**src/rtl/button_debouncer.sv**
```systemverilog
// Push-button debouncer: 2-flop synchronizer plus tick-qualified FSM with registered level and edge pulses.
// Define DEBOUNCE_TOGGLE_EN to add the toggle_out press-on/press-off latch output.
module button_debouncer #(
  parameter int STABLE_COUNT = 4
) (
  input  logic clock_in,
  input  logic reset_n,
  input  logic sample_tick,
  input  logic button_in,
  output logic button_out,
`ifdef DEBOUNCE_TOGGLE_EN
  output logic toggle_out,
`endif
  output logic rise_pulse,
  output logic fall_pulse
);

  // state       | meaning
  // STABLE_LOW  | debounced level is 0, watching for s2=1
  // WAIT_HIGH   | s2=1 seen, counting consecutive high ticks
  // STABLE_HIGH | debounced level is 1, watching for s2=0
  // WAIT_LOW    | s2=0 seen, counting consecutive low ticks

  localparam int CNT_W = $clog2(STABLE_COUNT);
  localparam logic [CNT_W-1:0] CNT_LAST = CNT_W'(STABLE_COUNT - 1);
  localparam logic [CNT_W-1:0] CNT_ONE  = CNT_W'(1);

  typedef enum logic [1:0] {
    STABLE_LOW  = 2'd0,
    WAIT_HIGH   = 2'd1,
    STABLE_HIGH = 2'd2,
    WAIT_LOW    = 2'd3
  } state_t;

  state_t           state, state_nxt;
  logic [CNT_W-1:0] cnt, cnt_nxt;
  logic             s1, s2;
  logic             out_nxt, rise_nxt, fall_nxt;

  always_ff @(posedge clock_in or negedge reset_n) begin
    if (!reset_n) begin
      s1 <= 1'b0;
      s2 <= 1'b0;
    end else begin
      s1 <= button_in;
      s2 <= s1;
    end
  end

  always_ff @(posedge clock_in or negedge reset_n) begin
    if (!reset_n) begin
      state      <= STABLE_LOW;
      cnt        <= '0;
      button_out <= 1'b0;
      rise_pulse <= 1'b0;
      fall_pulse <= 1'b0;
    end else begin
      state      <= state_nxt;
      cnt        <= cnt_nxt;
      button_out <= out_nxt;
      rise_pulse <= rise_nxt;
      fall_pulse <= fall_nxt;
    end
  end

  always_comb begin
    state_nxt = state;
    cnt_nxt   = cnt;
    out_nxt   = button_out;
    rise_nxt  = 1'b0;
    fall_nxt  = 1'b0;
    if (sample_tick) begin
      case (state)
        STABLE_LOW: begin
          if (s2) begin
            state_nxt = WAIT_HIGH;
            cnt_nxt   = CNT_ONE;
          end
        end
        WAIT_HIGH: begin
          if (!s2) begin
            state_nxt = STABLE_LOW;
            cnt_nxt   = '0;
          end else if (cnt == CNT_LAST) begin
            state_nxt = STABLE_HIGH;
            cnt_nxt   = '0;
            out_nxt   = 1'b1;
            rise_nxt  = 1'b1;
          end else begin
            cnt_nxt = cnt + CNT_ONE;
          end
        end
        STABLE_HIGH: begin
          if (!s2) begin
            state_nxt = WAIT_LOW;
            cnt_nxt   = CNT_ONE;
          end
        end
        WAIT_LOW: begin
          if (s2) begin
            state_nxt = STABLE_HIGH;
            cnt_nxt   = '0;
          end else if (cnt == CNT_LAST) begin
            state_nxt = STABLE_LOW;
            cnt_nxt   = '0;
            out_nxt   = 1'b0;
            fall_nxt  = 1'b1;
          end else begin
            cnt_nxt = cnt + CNT_ONE;
          end
        end
        default: begin
          state_nxt = STABLE_LOW;
          cnt_nxt   = '0;
        end
      endcase
    end
  end

`ifdef DEBOUNCE_TOGGLE_EN
  // Flips one cycle after each registered rise pulse.
  always_ff @(posedge clock_in or negedge reset_n) begin
    if (!reset_n) toggle_out <= 1'b0;
    else if (rise_pulse) toggle_out <= ~toggle_out;
  end
`endif

endmodule
```
**config.mk**
```make
export PLATFORM = sky130hd
export DESIGN_NAME = button_debouncer
export DESIGN_NICKNAME = d
export VERILOG_FILES = /design/src/rtl/button_debouncer.sv
export SDC_FILE = /design/constraint.sdc
export NUM_CORES = 1
export LEC_CHECK = 0
export ABC_AREA = 1
export CORE_AREA = 2 2 39 41
export CTS_CLUSTER_DIAMETER = 100
export CTS_CLUSTER_SIZE = 24
export DETAILED_ROUTE_END_ITERATION = 6
export DIE_AREA = 0 0 41 43
export GPL_TIMING_DRIVEN = 0
export PLACE_DENSITY = 0.66
export SYNTH_ARGS = -nofsm -noshare
export SYNTH_HDL_FRONTEND = slang
export SYNTH_SLANG_ARGS = --single-unit
export TNS_END_PERCENT = 20
```
**constraint.sdc**
```tcl
create_clock -name clock_in -period 1.8 [get_ports clock_in]
set_input_delay 0.54 -clock clock_in [delete_from_list [all_inputs] [get_ports clock_in]]
set_output_delay 0.54 -clock clock_in [all_outputs]
set_load 0.01 [all_outputs]
```
==> impl_results.md, run 1 <==
* DR pass1 iterations at 4
* Mapped Area at 458 sq um
* Cell area power density at 1350 nW/um^2
* Worst-Margin Slew at 0.401 ns
* Worst Hold Class: flip-flop to flip-flop
* Min-delay src: s1
* Setup Buffers After CTS at 0
* Dpl cells at 79
* Vias in the first global route at 337
* CP Data Arrival Time at 1.13 ns
* I/O Buffers at 6
* Clock skew at 0.00428 ns
* Reg clk slew, reported paths at 0.06 ns
* Dpl hpwl at 582 um
* FF-to-FF setup slack at 0.74 ns
* Die Ht at 43 um
* Worst Hold End: s2
* Die X at 41 um
* Total track usage at 0.117
* Top cells by area, synth: dfrtp_1 (49%), nand2_1 (13%), nand3_1 (7.7%)
* Gr ovfl total at 0
* Unrepaired setup endpoints after global routing: no
* Cell count after synthesis at 57
* Tcrit/Tclk final at 0.927
* Max Transition Viols Final at 0
* Routed WL at 752 um
* Worst Hold Depth at 0
* Most frequent cells in the layout: nand2_1 (16), inv_1 (9), dfrtp_1 (9)
* Number of diodes at 0
* Cell Chain, Critical Path: clkdlybuf4s50_1
* Worst stage delay on the critical path at 0.53 ns
* Final min period at 1.67 ns
* Fillers at 144
* Clock buffer count from CTS at 3
* Cts hold-fix bufs at 0
* Most common cell after layout, fill and taps aside: nand2_1
* Global-route wire length before repair at 1350 um
* Reg area at 225 sq um
* Clk sink count at 9
* Worst R2R Path Depth at 7
* Final std cells w/o fill at 83
* Core area at 1380 sq um
* Yosys reg bits at 9
* Crit path required time at 1.26 ns
* Leakage Power at 0.304 nW
* Max cap viols at 0
* Maximum VDD drop at 0.000528 V
* Total number of vias at 371
* Fmax at 600 MHz
* Critical path class: flip-flop to output port
* DRC viols at 0
* Initial antenna violation count at 0
* R2r startpoint: cnt[0]
* Syn Area/Cell at 8.03 sq um
* Multi-input logic area at 195 sq um
* Synth area leader: dfrtp_1
* Cell row count at 14
* EDFF count, synth at 0
* Via density at 4.47
* Final net count at 74
* Slew margin rel. at 0.732
* Initial DRC count at 6
* Buffers & Inverters on Critical Path at 1
* Synth top area share at 0.492
* Synth Flop Type: dfrtp_1
* Status: completed
* Seq/Total Area, Yosys at 0.492
* Core Util, Final at 0.408
* Clk root buf: clkbuf_4
* Final setup viols at 0
* Initial core utilization at 0.331
* Syn nets at 63
* Cell family with most CP delay: buffers and inverters
* Largest net degree at the start of global routing at 10
* CTS tree: done
* I/O Pins at 7
* Post-DRT Antenna Nets at 0
* Number of distinct library cells after synthesis at 13
* Synth async-reset ratio at 1.00
* Gp weighted congestion at 0.769
* DIE AREA at 1760 sq um
* Max clock buf depth at 2
* Layout cells sized above 1 at 0.149
* Fin. Hold Viols at 0
* Slowest-stage cell, CP: clkdlybuf4s50_1
* Area growth, synth to finish at 23.2%
* Startpoint Class: flip-flop
* Crit end category: output port
* WL/cell at 9.06 um
* Worst R2R End: button_out
* Post-CTS Resized at 0
* Setup TNS at 0 ns
* CTS H-tree lvls at 1
* Crit-path max FO at 2
* Syn. warnings at 0
* Clk_lat worst skew at 0.26 ns
==> how the worst max path moves through the flow <==
stage / endpoint / startpoint / depth (start not counted) / slack (ns)
final: button_out / button_out / 1 / 0.13
after global routing: button_out / button_out / 1 / 0.08
after CTS: button_out / button_out / 1 / 0.12
after global placement: button_out / sample_tick / 6 / 0.21
after floorplan: button_out / cnt[0] / 7 / 0.81
after detailed placement: button_out / sample_tick / 6 / 0.21
==> where the power goes <==
part           leakage (nW)  internal, mW  switching, mW
sequential            0.112         0.261         0.0617
combinational         0.178         0.120          0.167
clock                0.0150        0.0853         0.0692
total                 0.304         0.467          0.297
==> cells in the mapped netlist, types with 2 or more instances <==
cell and instances:
dfrtp_1 9, ha_1 2, inv_1 9, nand2_1 16
nand2_2 5, nand3_1 7, nor2_1 3
==> metrics by stage <==
step | hold slack (ns) | setup WS (ns) | area (sq um) | power (mW)
6_report | 0.347 | 0.132 | 564 | 0.764
5_1_grt | 0.357 | 0.0784 | 564 | 0.849
4_1_cts | 0.349 | 0.117 | 564 | 0.774
3_5_place_dp | 0.335 | 0.214 | 538 | 0.616
3_3_place_gp | 0.332 | 0.214 | 538 | 0.611
2_1_floorplan | 0.244 | 0.810 | 458 | 0.534
==> cell type report <==
| type | instances | area share |
|---|---|---|
| flip-flops and latches | 9 | 0.399 |
| multi-input cells | 38 | 0.346 |
| repair buffers | 6 | 0.106 |
| inverters | 10 | 0.0665 |
| clock buffers | 4 | 0.0466 |
| well taps | 16 | 0.0355 |
==> metal layers <==
| metal | up-vias | GRT usage | wire [um] |
|---|---|---|---|
| met3 | 2 | 0.0471 | 42 |
| met5 | - | 0 | 0 |
| met2 | 13 | 0.156 | 323 |
| li1 | 198 | - | - |
| met4 | 0 | 0.0800 | 18 |
| met1 | 158 | 0.148 | 367 |
==> logic make-up (layout without fill, tap and decap cells) <==
logic type	Yosys count	in the layout	share of synthesized area
AO/OA/AOI/OAI	2	2	0.0246
adder cells (fa/ha/maj)	2	2	0.0546
buffers and inverters	10	20	0.0820
flip-flops	9	9	0.492
AND/OR/NAND/NOR	34	34	0.347
Power figures use the tool's default switching activity.
==> run 2: changes to the inputs <==
--- a/config.mk
+++ b/config.mk
@@ -12,6 +12,7 @@
 export DETAILED_ROUTE_END_ITERATION = 6
 export DIE_AREA = 0 0 41 43
 export GPL_TIMING_DRIVEN = 0
+export MAX_ROUTING_LAYER = met4
 export PLACE_DENSITY = 0.66
 export SYNTH_ARGS = -nofsm -noshare
 export SYNTH_HDL_FRONTEND = slang
==> results of run 2 <==
The final DEF is identical to that of run 1; final timing and power are the same.
Among the figures that moved: final weighted congestion in routability-driven placement 0.769 -> 0.779; overall routing resource usage 0.117 -> 0.120
